[config.mk]
export PLATFORM = sky130hd
export DESIGN_NAME = clock_period_meter
export DESIGN_NICKNAME = d
export VERILOG_FILES = /design/src/rtl/clock_period_meter.sv
export SDC_FILE = /design/constraint.sdc
export NUM_CORES = 1
export LEC_CHECK = 0
export CAP_MARGIN = 30
export CORE_ASPECT_RATIO = 1.4
export CORE_UTILIZATION = 37
export DETAILED_ROUTE_END_ITERATION = 8
export GPL_TIMING_DRIVEN = 0
export HOLD_SLACK_MARGIN = 0.08
export SETUP_SLACK_MARGIN = 0.4
export SKIP_CTS_REPAIR_TIMING = 1
export SLEW_MARGIN = 20
export SYNTH_ARGS = -nofsm -noshare
export SYNTH_HDL_FRONTEND = slang
export SYNTH_SLANG_ARGS = --single-unit
[constraint.sdc]
create_clock -name clk_in -period 3.6 [get_ports clk_in]
set_input_delay 0.9 -clock clk_in [delete_from_list [all_inputs] [get_ports clk_in]]
set_output_delay 0.9 -clock clk_in [all_outputs]
set_load 0.01 [all_outputs]
[src/rtl/clock_period_meter.sv]
// clock_period_meter: measures period and high time of a slow external square
// wave in clk_in cycles and hands each result out over a valid/ready pair.
//
// state   | meaning
// IDLE    | disabled, counters held at 0
// ARM     | waiting for the first rise to start a measurement
// MEASURE | counting between rises, publishing on every rise
`timescale 1ns/1ps
module clock_period_meter #(
  parameter int unsigned CNT_W   = 31,
  parameter int unsigned TIMEOUT = 500000000
) (
  input  logic             clk_in,
  input  logic             rst_n,
  input  logic             en,
  input  logic             sig_in,
  output logic [CNT_W-1:0] period,
  output logic [CNT_W-1:0] high_time,
  output logic             result_valid,
  input  logic             result_ready,
  output logic             timeout,
  output logic             overrun
);

  typedef enum logic [1:0] {IDLE, ARM, MEASURE} state_t;

  localparam logic [CNT_W-1:0] CNT_MAX = '1;
  localparam logic [CNT_W-1:0] CNT_ONE = CNT_W'(1);
  localparam logic [CNT_W-1:0] TMO     = CNT_W'(TIMEOUT);

  state_t           state_q, state_d;
  logic             sync1_q, sync1_d;
  logic             sync2_q, sync2_d;
  logic             hist_q, hist_d;
  logic [CNT_W-1:0] cnt_q, cnt_d;
  logic [CNT_W-1:0] hcnt_q, hcnt_d;
  logic [CNT_W-1:0] period_q, period_d;
  logic [CNT_W-1:0] high_q, high_d;
  logic             valid_q, valid_d;
  logic             timeout_q, timeout_d;
  logic             overrun_q, overrun_d;
  logic             rise;
  logic             publish;
  logic             tmo_hit;
  logic             accept;

  function automatic logic [CNT_W-1:0] sat_inc(input logic [CNT_W-1:0] v);
    return (v == CNT_MAX) ? v : v + CNT_ONE;
  endfunction

  // Two-flop synchronizer plus history flop for rise detection.
  always_comb begin
    sync1_d = sig_in;
    sync2_d = sync1_q;
    hist_d  = sync2_q;
    rise    = sync2_q & ~hist_q;
  end

  // Next state and counter updates; en low overrides everything.
  always_comb begin
    state_d = state_q;
    cnt_d   = cnt_q;
    hcnt_d  = hcnt_q;
    publish = 1'b0;
    tmo_hit = 1'b0;
    if (!en) begin
      state_d = IDLE;
      cnt_d   = '0;
      hcnt_d  = '0;
    end else begin
      case (state_q)
        IDLE: begin
          cnt_d   = '0;
          hcnt_d  = '0;
          state_d = ARM;
        end
        ARM: begin
          hcnt_d = '0;
          if (rise) begin
            state_d = MEASURE;
            cnt_d   = CNT_ONE;
            hcnt_d  = CNT_ONE;
          end else if (cnt_q >= TMO) begin
            tmo_hit = 1'b1;
            cnt_d   = '0;
          end else begin
            cnt_d = sat_inc(cnt_q);
          end
        end
        MEASURE: begin
          // A rise on the timeout cycle still counts as a valid edge.
          if (rise) begin
            publish = 1'b1;
            cnt_d   = CNT_ONE;
            hcnt_d  = CNT_ONE;
          end else if (cnt_q >= TMO) begin
            tmo_hit = 1'b1;
            state_d = ARM;
            cnt_d   = '0;
            hcnt_d  = '0;
          end else begin
            cnt_d = sat_inc(cnt_q);
            if (sync2_q) hcnt_d = sat_inc(hcnt_q);
          end
        end
        default: begin
          state_d = IDLE;
          cnt_d   = '0;
          hcnt_d  = '0;
        end
      endcase
    end
  end

  // Result register, handshake and sticky status.
  always_comb begin
    accept    = valid_q & result_ready;
    period_d  = period_q;
    high_d    = high_q;
    valid_d   = valid_q;
    timeout_d = timeout_q;
    overrun_d = overrun_q;
    if (accept) begin
      valid_d   = 1'b0;
      overrun_d = 1'b0;
    end
    if (tmo_hit) timeout_d = 1'b1;
    if (publish) begin
      timeout_d = 1'b0;
      if (valid_q && !result_ready) begin
        overrun_d = 1'b1;
      end else begin
        period_d = cnt_q;
        high_d   = hcnt_q;
        valid_d  = 1'b1;
      end
    end
  end

  // All state flops, cleared asynchronously.
  always_ff @(posedge clk_in or negedge rst_n) begin
    if (!rst_n) begin
      state_q   <= IDLE;
      sync1_q   <= 1'b0;
      sync2_q   <= 1'b0;
      hist_q    <= 1'b0;
      cnt_q     <= '0;
      hcnt_q    <= '0;
      period_q  <= '0;
      high_q    <= '0;
      valid_q   <= 1'b0;
      timeout_q <= 1'b0;
      overrun_q <= 1'b0;
    end else begin
      state_q   <= state_d;
      sync1_q   <= sync1_d;
      sync2_q   <= sync2_d;
      hist_q    <= hist_d;
      cnt_q     <= cnt_d;
      hcnt_q    <= hcnt_d;
      period_q  <= period_d;
      high_q    <= high_d;
      valid_q   <= valid_d;
      timeout_q <= timeout_d;
      overrun_q <= overrun_d;
    end
  end

  assign period       = period_q;
  assign high_time    = high_q;
  assign result_valid = valid_q;
  assign timeout      = timeout_q;
  assign overrun      = overrun_q;

endmodule

* Word level (Yosys, flattened, before mapping)
Index checks and enable logic that the tools add are counted.
Storage, ports and cells: register bits 132, bits of input ports 5, output and inout port bits 65, logic and storage cells 68
Operators by class: $add $sub $neg 2, magnitude comparators 1, equality and inequality tests 10, multiplexer cells 32, bitwise gates (word level) 4, reductions and logical operators 8
Operators by type and width (number):
- 31-bit two-way mux | 10
- 31-bit by 1-bit adder with 31-bit output, second input constant | 2
- 31-bit equality test, second input constant | 2
- 31-bit case mux with 2 select lines | 1
- 31-bit by 29-bit greater-or-equal comparator with 1-bit output, second input constant | 1
- 1-bit two-way mux | 16
- 5-bit != test, second input constant | 3
- 3-bit != test, second input constant | 3
- 2-bit two-way mux | 4
- 2-bit case mux with 3 select lines | 1
- 2-bit AND reduction | 2
- 3-bit AND reduction | 1
- 1-bit AND | 2
- 2-bit by 1-bit equality test with 1-bit output, second input constant | 1
- 2-bit equality test, second input constant | 1
- 2-bit logical NOT | 1
- 1-bit inverter | 2
- 2-bit nonzero test | 1
- 2-bit OR reduction | 1
- 1-bit logical AND | 1
- 1-bit logical NOT | 1

* Longest topological paths before layout
depth after elaboration 7, depth in mapped cells 9, gate-level depth less buffers 8

* Worst setup path after synthesis
OpenSTA, ideal clock, no wires.
path type reg2reg, from register hcnt_q[0], to register hcnt_q[15], setup time 0.128 ns, arrival 2.393 ns, path slack 1.079 ns, cell stages (with the launch flop) 9, path buffers 1, path through dfrtp_1 > ha_1 > nand3_1 > or4_4 > o41a_1 > or4_4 > nand2_4 > buf_8 > o31ai_1
On the way: word-level cells in the longest chain between the ends 7
Ends and longest elaborated chain:
- start: declaration | RTL line 36 | logic [CNT_W-1:0] hcnt_q, hcnt_d;
- start signal: assignment | RTL line 160 | hcnt_q <= hcnt_d;
- 31-bit by 1-bit adder with 31-bit output | RTL line 48 | return (v == CNT_MAX) ? v : v + CNT_ONE;
- 31-bit two-way mux | RTL line 48
- 31-bit two-way mux | RTL line 103 | if (sync2_q) hcnt_d = sat_inc(hcnt_q);
- 31-bit two-way mux | RTL line 96 | end else if (cnt_q >= TMO) begin
- 31-bit two-way mux | RTL line 92 | if (rise) begin
- 31-bit case mux with 2 select lines | RTL line 71 | case (state_q)
- 31-bit two-way mux | RTL line 66 | if (!en) begin
Parallel ways exist; a longest one is shown, timed or not. The select of a mux whose other input is x is not followed. A chain may end at the register's enable or synchronous reset.

* Worst setup path after layout
from input port en, to register high_q[25], in the netlist high_time[25]
On the way: word-level cells in the longest chain between the ends 2
Ends and longest elaborated chain:
- start: declaration | RTL line 15 | input logic en,
- 1-bit two-way mux | RTL line 66
- 2-bit AND reduction (no source line)
- end signal: assignment | RTL line 162 | high_q <= high_d;
- end: declaration | RTL line 38 | logic [CNT_W-1:0] high_q, high_d;
Every way passes these cells.

==> results.yml <==
floorplan:
  io_pins: 70
  rows: 55
  die_x_um: 111
  start_util: 0.377
  core_area_mm2: 0.0162
  die_h_um: 154
  dieArea_mm2: 0.0170
cts:
  cts_tree: "built"
  cts_buffers: 17
  clk_path_buf_depth: 2
  cts.clk_slew.worst_paths_ns: 0.05
  numClockSinks: 132
  clock_latency_ns: 0.43
  cts_root_buf: "clkbuf_16"
  htreeDepth: 4
power:
  p_int_mw: 2.70
  clockPowerShare: 0.483
  power.switching_uw: 792
  leakage_nw: 3.20
  ir_worst_vdd_mv: 0.320
  seq_power_share: 0.446
  power_density_mw_per_mm2: 455
  switching_share: 0.227
  finalPower_mw: 3.49
  p_comb_frac: 0.071
cells_and_area:
  fin_util: 0.474
  drive_above_1_share: 0.172
  final_design_area_no_fill_mm2: 0.00766
  layout-area-overhead-vs-synth_pct: 25.6
  stdcell_count: 862
  fillers: 1504
  multi_input_area_mm2: 0.00263
  diodes: 0
  num-nets-final: 661
  seq_area_mm2: 0.00330
sta:
  fin_crit_ns: 2.95
  fmax_mhz: 339
  final.period_utilization: 0.820
  tightest_slew_ns: 0.859
  setup_viol_count_final: 0
  fin_skew_ns: 0.0124
  drv_slew: 0
  hold_violations: 0
  slew_headroom: 0.423
  rsz0062_at_grt: "no"
  finalSetupTns_ns: 0
global_routing:
  grt_max_degree: 89
  grtUsageTotal: 0.182
  grt_pass1_wl_mm: 24.4
  grt_pass1_vias: 4808
  antenna_found_initial: 0
  overflow: 0
route:
  firstDrtPassIters: 5
  vias_per_cell: 5.37
  final_antenna_net_count: 0
  wl_mm: 14.3
  drtIter0Drc: 183
  wl_per_cell_um: 16.6
  drc: 0
  vias: 4625
logic_synthesis:
  synth_edf_count: 0
  synth-seq-cells: 132
  synth_ff_type: "dfrtp_1"
  synth_area_mm2: 0.00610
  yosysUniqueCellTypes: 55
  synth.top_cells.by_area: "dfrtp_1, mux2_2, nor2_1"
  seq_area_frac_synth: 0.541
  yosys_warnings: 0
  synth_area_per_cell_um2: 10.9
  synth-async-reset-ratio: 1.00
  yosys.area.top_type: "dfrtp_1"
  synth.top_cell.area_share: 0.541
  syn-instance-count: 560
run:
  drv_cap: 0
min_path:
  hp-class: "reg -> reg"
run_status:
  status: "complete, no violations"
critical_path:
  critical_path.endpoint_type: "flip-flop"
  cp_data_arrival_time_ns: 3.26
  cp-start-kind: "input pin"
  crit_fanout: 10
  cp_data_required_time_ns: 3.91
  criticalPathCategory: "in -> reg"
placed_design:
  io_buffers: 69
  placed_cell_area_mm2: 0.00708
  gp_congestion: 0.853
  post-place-cells: 830
  hpwl_mm: 10.2
[final timing paths]
kind                                        from                        end  slack (ns)  cells past startpoint
max                                           en  high_time[25]$_DFFE_PN0P_        0.65                      7
max reg2reg                hcnt_q[0]$_DFFE_PN0P_     hcnt_q[11]$_DFFE_PN0P_        0.68                      8
min                            sync1_q$_DFF_PN0_           hist_d$_DFF_PN0_        0.35                      0
max in group asynchronous                  rst_n   high_time[0]$_DFFE_PN0P_        2.49                      2
min reg2reg                    sync1_q$_DFF_PN0_           hist_d$_DFF_PN0_        0.35                      0
min in group asynchronous                  rst_n      period[4]$_DFFE_PN0P_        0.37                      1
[sequential cells by signal (all words and copies together), names as in the netlist]
| name | cells |
|---|---|
| cnt_q | 31 |
| hcnt_q | 31 |
| high_time | 31 |
| period | 31 |
| state_q | 2 |
| hist_d | 1 |
| hist_q | 1 |
| overrun | 1 |
| result_valid | 1 |
| sync1_q | 1 |
| timeout | 1 |
[critical path, cell delays in order]
cell and delay [ns]:
clkdlybuf4s50_1 0.55, nand2_1 0.16, nor2_1 0.24, o21a_1 0.15
clkbuf_1 0.46, clkbuf_2 0.41, mux2_2 0.38
[cells in the final DEF, fill, tap and decap left out, types with 3 or more instances in the layout]
cell / count
clkbuf_2: 6
and2_1: 3
dfrtp_1: 132
and4_1: 3
mux2i_1: 4
clkbuf_1: 18
clkbuf_8: 3
o31ai_1: 10
nand2b_1: 6
nor3_1: 30
o21ai_0: 26
nor4_1: 6
nor2_1: 65
buf_2: 4
xor2_1: 5
nand3_1: 20
a21oi_1: 14
inv_1: 15
o21ai_1: 4
nand4_1: 14
xnor2_1: 19
o41ai_1: 11
clkdlybuf4s50_1: 68
mux2_2: 62
nand2_1: 29
clkinv_2: 6
o22ai_1: 3
ha_1: 6
clkbuf_16: 17
and3_1: 6
nor3b_1: 3
or4_1: 3
[metal layers]
| metal | track usage | vias up | part of all wire |
|---|---|---|---|
| met3 | 0.0422 | 16 | 0.040 |
| met2 | 0.334 | 120 | 0.54 |
| met4 | 0.0686 | 0 | 0.015 |
| li1 | - | 2192 | - |
| met5 | 0 | - | 0 |
| met1 | 0.203 | 2297 | 0.40 |
[layout make-up]
cell class                      count  area share
Multi-Input combinational cell    387       0.343
Clock inverter                     10      0.0137
Clock buffer                       22      0.0619
Inverter                           15     0.00735
Sequential cell                   132       0.431
Buffer                             27      0.0163
Tap cell                          199      0.0325
Timing Repair Buffer               70      0.0944
[cell usage after synthesis, types with 4 or more instances]
cell type	count
dfrtp_1	132
o31ai_1	10
buf_2	4
mux2i_1	4
nand2b_1	6
o21ai_1	4
xnor2_1	19
nor2_1	65
mux2_2	62
nand3_1	20
nor3_1	30
nor4_1	6
and3_1	6
a21oi_1	14
o21ai_0	26
nand4_1	14
clkbuf_1	20
inv_1	15
nand2_1	29
xor2_1	5
ha_1	6
o41ai_1	11
[kinds of logic (layout without fill, tap and decap cells)]
group                      after synthesis  in the layout  synth area share
adders and majority gates                6              6            0.0123
xor gates and xnor gates                24             24            0.0344
buffers and inverters                   42            144            0.0285
DFF                                    132            132             0.541
and+or+nand+nor                        205            205             0.172
other                                    1              2          0.000615
muxes                                   66             66             0.121
AOI/OAI and AO/OA                       84             84            0.0896
[metrics by stage]
stage | hold WS [ns] | setup WS, ns
CTS | 0.360 | 0.342
detailed placement | 0.347 | -0.0859
floorplan | 0.331 | 1.08
global placement | 0.343 | -3.53
finish | 0.353 | 0.648
global route | 0.362 | 0.403
[power groups by stage]
| stage | Clock [mW] | Combinational [mW] | Sequential (mW) |
|---|---|---|---|
| 2_1_floorplan | 0 | 0.129 | 1.58 |
| 3_3_place_gp | 0 | 0.240 | 1.58 |
| 3_5_place_dp | 0 | 0.252 | 1.58 |
| 4_1_cts | 1.72 | 0.253 | 1.56 |
| 5_1_grt | 1.79 | 0.278 | 1.56 |
| 6_report | 1.69 | 0.249 | 1.56 |
Power figures use the tool's default switching activity.
